### config.mk
export PLATFORM = sky130hd
export DESIGN_NAME = wb_reg_responder
export DESIGN_NICKNAME = d
export VERILOG_FILES = /design/src/rtl/wb_reg_pkg.sv /design/src/rtl/sync_fifo.sv /design/src/rtl/wb_reg_responder.sv
export SDC_FILE = /design/constraint.sdc
export NUM_CORES = 1
export LEC_CHECK = 0
export ABC_CLOCK_PERIOD_IN_PS = 5400
export BUFFER_PORTS_ARGS = -buffer_cell sky130_fd_sc_hd__buf_2
export CORE_MARGIN = 2
export CORE_UTILIZATION = 30
export CTS_CLUSTER_DIAMETER = 50
export DETAILED_ROUTE_END_ITERATION = 16
export PLACE_DENSITY = 0.54
export SLEW_MARGIN = 20
export SYNTH_ARGS = -nofsm -noshare
export SYNTH_HDL_FRONTEND = slang
export SYNTH_SLANG_ARGS = --single-unit
### constraint.sdc
create_clock -name clk -period 5.4 [get_ports clk]
set_input_delay 1.08 -clock clk [delete_from_list [all_inputs] [get_ports clk]]
set_output_delay 1.08 -clock clk [all_outputs]
set_load 0.05 [all_outputs]
### src/rtl/wb_reg_pkg.sv
`default_nettype none
// ============================================================
// Module : wb_reg_pkg
// Brief  : Shared offsets, STATUS bit positions and FSM states
// Rev    : 1.0
// ============================================================
package wb_reg_pkg;

    localparam logic [1:0] ST_IDLE = 2'd0;
    localparam logic [1:0] ST_ACK  = 2'd1;
    localparam logic [1:0] ST_HOLD = 2'd2;

    localparam logic [3:0] OFF_REG0   = 4'd0;
    localparam logic [3:0] OFF_REG1   = 4'd1;
    localparam logic [3:0] OFF_REG2   = 4'd2;
    localparam logic [3:0] OFF_REG3   = 4'd3;
    localparam logic [3:0] OFF_ID     = 4'd4;
    localparam logic [3:0] OFF_STATUS = 4'd5;
    localparam logic [3:0] OFF_FIFO   = 4'd6;

    localparam int STAT_EMPTY_BIT = 4;
    localparam int STAT_FULL_BIT  = 5;
    localparam int STAT_OVF_BIT   = 6;
    localparam int STAT_UDF_BIT   = 7;

    localparam int FIFO_DEPTH  = 8;
    localparam int NUM_RW_REGS = 4;

endpackage
`default_nettype wire

### src/rtl/sync_fifo.sv
`default_nettype none
// ============================================================
// Module : sync_fifo
// Brief  : Single-clock FIFO with combinational first-word read
// Rev    : 1.0
// ============================================================
module sync_fifo #(
    parameter int DEPTH = 8,
    parameter int WIDTH = 16,
    localparam int PTR_W = $clog2(DEPTH),
    localparam int CNT_W = $clog2(DEPTH + 1)
) (
    input  logic             clk,
    input  logic             reset,
    input  logic             push,
    input  logic             pop,
    input  logic [WIDTH-1:0] wdata,
    output logic [WIDTH-1:0] rdata,
    output logic [CNT_W-1:0] count,
    output logic             full,
    output logic             empty
);

    logic [WIDTH-1:0] r_mem [DEPTH];
    logic [PTR_W-1:0] r_wr_ptr;
    logic [PTR_W-1:0] r_rd_ptr;
    logic [CNT_W-1:0] r_count;
    logic             w_do_push;
    logic             w_do_pop;

    assign full      = (r_count == CNT_W'(DEPTH));
    assign empty     = (r_count == '0);
    assign count     = r_count;
    assign rdata     = r_mem[r_rd_ptr];
    // Requests against a full/empty FIFO are dropped here; the caller flags them.
    assign w_do_push = push && !full;
    assign w_do_pop  = pop && !empty;

    always_ff @(posedge clk) begin
        if (w_do_push) begin
            r_mem[r_wr_ptr] <= wdata;
        end
    end

    always_ff @(posedge clk) begin
        if (reset) begin
            r_wr_ptr <= '0;
            r_rd_ptr <= '0;
            r_count  <= '0;
        end else begin
            if (w_do_push) begin
                r_wr_ptr <= (r_wr_ptr == PTR_W'(DEPTH - 1)) ? '0 : r_wr_ptr + PTR_W'(1);
            end
            if (w_do_pop) begin
                r_rd_ptr <= (r_rd_ptr == PTR_W'(DEPTH - 1)) ? '0 : r_rd_ptr + PTR_W'(1);
            end
            case ({w_do_push, w_do_pop})
                2'b10:   r_count <= r_count + CNT_W'(1);
                2'b01:   r_count <= r_count - CNT_W'(1);
                default: r_count <= r_count;
            endcase
        end
    end

endmodule
`default_nettype wire

### src/rtl/wb_reg_responder.sv
`default_nettype none
// ============================================================
// Module : wb_reg_responder
// Brief  : Wishbone register slave with RW regs, ID, STATUS, FIFO
// Rev    : 1.0
// ============================================================
module wb_reg_responder #(
    parameter int                    ADDR_WIDTH = 16,
    parameter int                    DATA_WIDTH = 16,
    parameter logic [ADDR_WIDTH-1:0] BASE_ADDR  = '0,
    parameter logic [DATA_WIDTH-1:0] ID_VALUE   = 16'hBE11
) (
    input  logic                    clk,
    input  logic                    reset,
    input  logic [ADDR_WIDTH-1:0]   wbs_address,
    input  logic [DATA_WIDTH-1:0]   wbs_writedata,
    output logic [DATA_WIDTH-1:0]   wbs_readdata,
    input  logic                    wbs_write,
    input  logic                    wbs_strobe,
    input  logic                    wbs_cycle,
    output logic                    wbs_ack,
    output logic [4*DATA_WIDTH-1:0] reg_out,
    output logic                    fifo_irq
);
    import wb_reg_pkg::*;

    localparam int CNT_W = $clog2(FIFO_DEPTH + 1);

    logic [1:0]            r_state;
    logic [1:0]            w_next_state;
    logic [DATA_WIDTH-1:0] r_regs [NUM_RW_REGS];
    logic [DATA_WIDTH-1:0] r_rdata;
    logic                  r_ovf;
    logic                  r_udf;
    logic                  w_sel;
    logic                  w_accept;
    logic [3:0]            w_offset;
    logic [DATA_WIDTH-1:0] w_rd_mux;
    logic [DATA_WIDTH-1:0] w_status;
    logic                  w_fifo_push;
    logic                  w_fifo_pop;
    logic [DATA_WIDTH-1:0] w_fifo_rdata;
    logic [CNT_W-1:0]      w_fifo_count;
    logic                  w_fifo_full;
    logic                  w_fifo_empty;
    logic                  w_unused;

    assign w_unused    = wbs_cycle;
    assign w_sel       = (wbs_address[ADDR_WIDTH-1:4] == BASE_ADDR[ADDR_WIDTH-1:4]);
    assign w_offset    = wbs_address[3:0];
    // The single side effect of an access happens only on the IDLE->ACK edge.
    assign w_accept    = (r_state == ST_IDLE) && wbs_strobe && w_sel;
    assign w_fifo_push = w_accept && wbs_write && (w_offset == OFF_FIFO);
    assign w_fifo_pop  = w_accept && !wbs_write && (w_offset == OFF_FIFO);

    sync_fifo #(
        .DEPTH (FIFO_DEPTH),
        .WIDTH (DATA_WIDTH)
    ) u_fifo (
        .clk   (clk),
        .reset (reset),
        .push  (w_fifo_push),
        .pop   (w_fifo_pop),
        .wdata (wbs_writedata),
        .rdata (w_fifo_rdata),
        .count (w_fifo_count),
        .full  (w_fifo_full),
        .empty (w_fifo_empty)
    );

    always_ff @(posedge clk) begin
        if (reset) begin
            r_state <= ST_IDLE;
        end else begin
            r_state <= w_next_state;
        end
    end

    always_comb begin
        w_next_state = r_state;
        case (r_state)
            ST_IDLE: if (wbs_strobe && w_sel) w_next_state = ST_ACK;
            ST_ACK:  w_next_state = ST_HOLD;
            ST_HOLD: if (!wbs_strobe) w_next_state = ST_IDLE;
            default: w_next_state = ST_IDLE;
        endcase
    end

    always_comb begin
        wbs_ack  = (r_state == ST_ACK);
        fifo_irq = !w_fifo_empty;
    end

    always_comb begin
        w_status                 = '0;
        w_status[CNT_W-1:0]      = w_fifo_count;
        w_status[STAT_EMPTY_BIT] = w_fifo_empty;
        w_status[STAT_FULL_BIT]  = w_fifo_full;
        w_status[STAT_OVF_BIT]   = r_ovf;
        w_status[STAT_UDF_BIT]   = r_udf;
    end

    always_comb begin
        w_rd_mux = '0;
        case (w_offset)
            OFF_REG0, OFF_REG1, OFF_REG2, OFF_REG3: w_rd_mux = r_regs[w_offset[1:0]];
            OFF_ID:     w_rd_mux = ID_VALUE;
            OFF_STATUS: w_rd_mux = w_status;
            OFF_FIFO:   w_rd_mux = w_fifo_empty ? '0 : w_fifo_rdata;
            default:    w_rd_mux = '0;
        endcase
    end

    always_ff @(posedge clk) begin
        if (reset) begin
            r_regs  <= '{default: '0};
            r_rdata <= '0;
            r_ovf   <= 1'b0;
            r_udf   <= 1'b0;
        end else if (w_accept) begin
            if (wbs_write) begin
                case (w_offset)
                    OFF_REG0, OFF_REG1, OFF_REG2, OFF_REG3:
                        r_regs[w_offset[1:0]] <= wbs_writedata;
                    OFF_STATUS: begin
                        if (wbs_writedata[STAT_OVF_BIT]) r_ovf <= 1'b0;
                        if (wbs_writedata[STAT_UDF_BIT]) r_udf <= 1'b0;
                    end
                    OFF_FIFO: if (w_fifo_full) r_ovf <= 1'b1;
                    default: ;
                endcase
            end else begin
                r_rdata <= w_rd_mux;
                if ((w_offset == OFF_FIFO) && w_fifo_empty) r_udf <= 1'b1;
            end
        end else if ((r_state == ST_IDLE) && wbs_strobe && !w_sel) begin
            r_rdata <= '0;
        end
    end

    assign wbs_readdata = r_rdata;

    for (genvar g = 0; g < NUM_RW_REGS; g++) begin : g_regout
        assign reg_out[g*DATA_WIDTH +: DATA_WIDTH] = r_regs[g];
    end

endmodule
`default_nettype wire

==> results of run 1 <==
## registers in the layout, indices dropped and copies added (netlist names), named ones only
| register | count |
|---|---|
| r_ovf | 1 |
| r_state | 2 |
| r_udf | 1 |
| reg_out | 64 |
| u_fifo.count | 4 |
| u_fifo.r_mem | 128 |
| u_fifo.r_rd_ptr | 3 |
| u_fifo.r_wr_ptr | 3 |
| wbs_readdata | 16 |
## worst min-delay path: cells and delay by family, from the launching register on
kind            cells  cell delay [ns]
compound gates      2             0.13
flops               1             0.31
## worst paths after layout
path,start,to,slack (ns),cells past startpoint
setup / recovery,wbs_strobe,u_fifo.count[2],1.58,11
setup reg to reg,r_state[0],u_fifo.count[2],1.87,10
hold reg to reg,wbs_readdata[15],wbs_readdata[15],0.49,2
hold / removal,wbs_readdata[15],wbs_readdata[15],0.49,2
## cells by family (layout without fill, tap and decap cells)
family / after synthesis / in the layout / synth area share
AOI/OAI and AO/OA: 104 / 104 / 0.0703
xor gates and xnor gates: 3 / 3 / 0.00263
adders and majority gates: 7 / 7 / 0.00876
buffers and inverters: 62 / 194 / 0.0294
DFF: 225 / 225 / 0.578
muxes: 129 / 129 / 0.169
and+or+nand+nor: 212 / 212 / 0.141
## power by group
group | total, mW | leakage (nW) | switching [mW] | internal (mW)
registers | 1.81 | 1.93 | 0.00000313 | 1.81
clock network | 1.88 | 0.469 | 0.736 | 1.14
logic | 0.112 | 2.09 | 0.0779 | 0.0338
## cells in the final DEF (no fill, tap or decap), types with 3 or more instances in the layout
cell type  netlist  final
edfxtp_1       128    128
buf_2            6    117
dfxtp_1         97     96
mux2i_1         94     94
nand2b_1        80     80
mux4_2          32     32
clkbuf_16        0     30
a221oi_1        25     25
o21ai_0         22     22
buf_4            0     21
nor2_1          20     20
and4_1          20     20
nand2_1         18     18
a21oi_1         18     18
nor4_1          13     12
a211oi_1        12     12
o22ai_1         11     11
nor2b_1          8      8
ha_1             7      7
clkinv_2         0      7
nand4_1          5      5
o31ai_1          5      5
clkbuf_1        40      5
or4_1            4      4
inv_1            4      4
xor2_1           3      3
nor3_1           5      3
and2_1           3      3
nand3_1          3      3
nand4_4          3      3
nor4b_1          5      3
mux2_2           3      3
or3_1            3      3
nand3b_1         3      3
o21bai_1         3      3
or2_2            3      3
## metrics by stage
stage	instance area, um^2	power [mW]	hold WS [ns]	worst slack [ns]	std cells
2_1_floorplan	10000	1.90	0.446	0.642	742
3_3_place_gp	11100	1.96	0.467	1.13	1264
3_5_place_dp	11100	1.96	0.476	1.06	1264
4_1_cts	12000	3.83	0.487	1.60	1316
5_1_grt	12000	3.91	0.507	1.31	1316
6_report	12000	3.80	0.486	1.58	1316
## routing by layer
layer / up-vias / GRT usage / part of all wire
li1: 3104 / - / -
met1: 3355 / 0.215 / 0.44
met2: 192 / 0.264 / 0.48
met3: 44 / 0.0303 / 0.055
met4: 8 / 0.0360 / 0.023
met5: - / 0 / 0.0017
## layout make-up
| class | count | area [um^2] |
|---|---|---|
| Timing Repair Buffer | 138 | 743 |
| Clock buffer | 38 | 802 |
| Fill cell | 3241 | 20700 |
| Inverter | 4 | 15.0 |
| Tap cell | 442 | 553 |
| Clock inverter | 14 | 140 |
| Sequential cell | 225 | 5790 |
| Multi-Input combinational cell | 455 | 3960 |
==> run summary, run 1 <==
final worst-path cycle share - 0.708
grt total ovfl - 0
pwr dens - 317 nW/um^2
dpl hpwl - 19100 um
RSZ-0062 raised after global routing - no
Commonest cells post-synth - edfxtp_1 (128), dfxtp_1 (97), mux2i_1 (94), nand2b_1 (80), clkbuf_1 (40)
Syn Area/Cell - 13.5 um^2
first-pass GRT wire length - 42700 um
drt pass-1 iters - 5
First DRT Iteration DRCs - 525
Port Buf Inserts - 117
Slowest-stage cell, CP - or3b_2
Clock Latency Late Sink - 0.53 ns
n_diodes - 0
CTS tree - yes
cell taking the most area after synthesis - edfxtp_1
Final nets - 896
fmax - 0.262 GHz
initial antenna violation count - 4
MaxCap Viol Count - 0
critical-path cell list - buf_2 > or3b_2 > nor4_1 > nand3_1 > ha_1 > xor2_1 > ha_1 > a21oi_1 > xor2_1 > or3_1 > a21oi_1
worst endpoint required time - 5.85 ns
Core Util, Final - 0.367
Routed WL - 28400 um
unique cell type count in the Yosys netlist - 54
Initial Util - 0.306
Post-Syn Area - 10000 um^2
crit path launch type - input pin
cts bufs inserted - 28
Ys Warns - 0
Final Critical Period - 3.82 ns
EDFF count, synth - 128
flops & latches, synth - 225
clk sinks - 225
hold buffer count at CTS - 0
final hold vios - 0
area of the die - 34800 um^2
status - complete, no violations
Setup CP Type - in -> reg
predominant post-synthesis flop cell - edfxtp_1
Synth Instances - 742
CORE AREA - 32700 um^2
Worst Tran Pin Value - 0.921 ns
Yosys top cell area share - 0.384
worst IR drop on VDD - 273 uV
Reg clk slew, reported paths - 0.06 ns
layout cell share with drive strength beyond 1 - 0.278
Worst path max stage delay - 0.75 ns
CTS-repair resized insts - 0
Via Count - 6703
Die H - 187 um
vias in the first global route - 6712
CP delay by family, top - simple AND/OR/NAND/NOR gates
Slew headroom - 0.381
overall routing resource usage - 0.159
Routed Antenna Nets - 0
Std-Cell Rows - 66
Clock Tree Buf Depth - 3
syn_nets - 786
sequential area share after synthesis - 0.578
Area growth syn-to-layout - 20.0%
CP Capture Type - flop
DRC viols - 0
final setup fails - 0
Static Leak - 4.49 nW
CTS Root Cell - clkbuf_16
htree depth - 1
GPL Wtd Cong - 0.759
top cells by area, synth - edfxtp_1 (38%), dfxtp_1 (19%), mux2i_1 (9.4%)
Max Slew Vio Count - 0
drt wl/cell - 21.6 um
most frequent cell after synthesis - edfxtp_1
pin count of the biggest net entering global routing - 55
Critical Path AT - 4.27 ns
skew final - 0.00929 ns
final setup TNS - 0 ns
worst min path class - reg -> reg
CP max FO - 33
drt via density - 5.09
Buffers & Inverters on Critical Path - 1
Async S/R FF share, synth - 0
die extent in x - 187 um
post-CTS setup buffer count - 0
io pins - 119
Note: power is estimated with default switching activity, not from simulation.
==> run 2: changes to the inputs <==
Settings changed: ABC_CLOCK_PERIOD_IN_PS 5400 to 3500, PLACE_DENSITY 0.54 to 0.55.
Clock period 5.4 ns to 3.5 ns, I/O delays scaled along.
==> run 2 against run 1 <==
Via count increased by 1.2%. Largest cell class unchanged. Largest power group is now sequential cells. Highest routed layer unchanged. Critical path depth decreased by 1. Clock skew increased by 0.0088 ns. Count of clock-buffer cells in the layout decreased by 1. Global-route usage increased by 0.082 points. Hold slack got worse by 0.019 ns.
==> run summary, run 2 (synthesis results as in run 1) <==
status - complete, no violations
Post-DP Area - 11300 um^2
io pins - 119
Final Cell Area - 12200 um^2
pwr dens - 471 nW/um^2
Initial Util - 0.306
Buffers & Inverters on Critical Path - 0
pin count of the biggest net entering global routing - 39
r2r startpoint - r_state[0]
MaxCap Viol Count - 0
Static Leak - 4.55 nW
Routed WL - 28300 um
crit path launch type - flop
first-pass GRT wire length - 43000 um
skew final - 0.0181 ns
Multi-input gate area - 3990 um^2
FF-to-FF setup slack - 0.58 ns
Area growth syn-to-layout - 21.5%
CTS Root Cell - clkbuf_16
Worst path max stage delay - 0.72 ns
CP max FO - 5
FF+latch area - 5790 um^2
worst hold path startpoint - wbs_writedata[13]
Slew headroom - 0.327
reg2reg end - u_fifo.count[2]
Worst Tran Pin Value - 0.995 ns
CP Capture Type - flop
First DRT Iteration DRCs - 515
initial antenna violation count - 3
worst endpoint required time - 3.96 ns
post-CTS setup buffer count - 0
dpl hpwl - 19500 um
RSZ-0062 raised after global routing - no
Slowest-stage cell, CP - or4b_2
die extent in x - 187 um
commonest non-fill, non-tap cells in the layout - edfxtp_1 (128), buf_2 (117), dfxtp_1 (96), mux2i_1 (94), nand2b_1 (80)
Core Util, Final - 0.372
Most flops, register - u_fifo.r_mem
worst min path class - in -> reg
overall routing resource usage - 0.160
cts bufs inserted - 28
final worst-path cycle share - 0.835
Std-Cell Rows - 66
Via Count - 6784
worst IR drop on VDD - 334 uV
vias in the first global route - 6710
CTS tree - yes
Die H - 187 um
drt pass-1 iters - 5
critical-path cell list - or4b_2 > or4_4 > nor2_1 > ha_1 > xor2_1 > ha_1 > a21oi_1 > xor2_1 > or3_1 > a21oi_1
final setup fails - 0
DRC viols - 0
Routed Antenna Nets - 0
GPL Wtd Cong - 0.777
Port Buf Inserts - 117
Clock Tree Buf Depth - 3
Final nets - 914
FF-to-FF path depth - 10
layout cell share with drive strength beyond 1 - 0.284
Clock Latency Late Sink - 0.54 ns
Final Critical Period - 2.92 ns
drt wl/cell - 21.2 um
area of the die - 34800 um^2
CORE AREA - 32700 um^2
hold buffer count at CTS - 0
max reg flops - 128
Hold Crit Depth - 1
drt via density - 5.08
final hold vios - 0
most common cell after layout, fill and taps aside - edfxtp_1
fillers - 3214
worst hold endpoint - u_fifo.r_mem[4][13]
Setup CP Type - reg -> reg
Max Slew Vio Count - 0
CTS-repair resized insts - 0
fmax - 0.342 GHz
Critical Path AT - 3.39 ns
CP delay by family, top - simple AND/OR/NAND/NOR gates
Reg clk slew, reported paths - 0.06 ns
grt total ovfl - 0
clk sinks - 225
htree depth - 1
run 2: worst max-delay path by stage:
stage                    start  depth (start not counted)                 end
2_1_floorplan  wbs_address[13]                          5  u_fifo.r_mem[5][0]
3_3_place_gp   wbs_address[13]                         11     u_fifo.count[2]
3_5_place_dp   wbs_address[13]                         11     u_fifo.count[2]
4_1_cts             r_state[0]                         10     u_fifo.count[2]
5_1_grt             r_state[0]                         10     u_fifo.count[2]
6_report            r_state[0]                         10     u_fifo.count[2]
run 2: through the flow:
stage	setup WS, ns	std cells	power (mW)	hold slack (ns)	TNS (ns)
floorplan	-0.293	742	2.94	0.446	-17.21
global placement	0.138	1282	3.02	0.458	0
detailed placement	0.108	1282	3.02	0.467	0
CTS	0.564	1334	5.79	0.438	0
global route	0.408	1335	5.92	0.459	0
finish	0.577	1336	5.73	0.467	0
run 2: final cells by class:
cell class,instances,area share
multi-input cells,455,0.328
clock buffers,37,0.0612
inverters,4,0.00124
flip-flops and latches,225,0.476
well taps,442,0.0455
repair buffers,156,0.0753
clock inverters,15,0.0120
diodes,2,0.000412
run 2: where the power goes:
group | internal, mW | switching, mW | leakage (nW)
combinational | 0.0561 | 0.119 | 2.19
clock | 1.65 | 1.11 | 0.426
sequential | 2.79 | 0.00000499 | 1.93
run 2: layer usage:
| layer | track usage | vias to the layer above | routed length, um |
|---|---|---|---|
| li1 | - | 3145 | - |
| met1 | 0.218 | 3408 | 12400 |
| met2 | 0.261 | 189 | 13600 |
| met3 | 0.0308 | 40 | 1670 |
| met4 | 0.0394 | 2 | 608 |
| met5 | 0 | - | 16 |
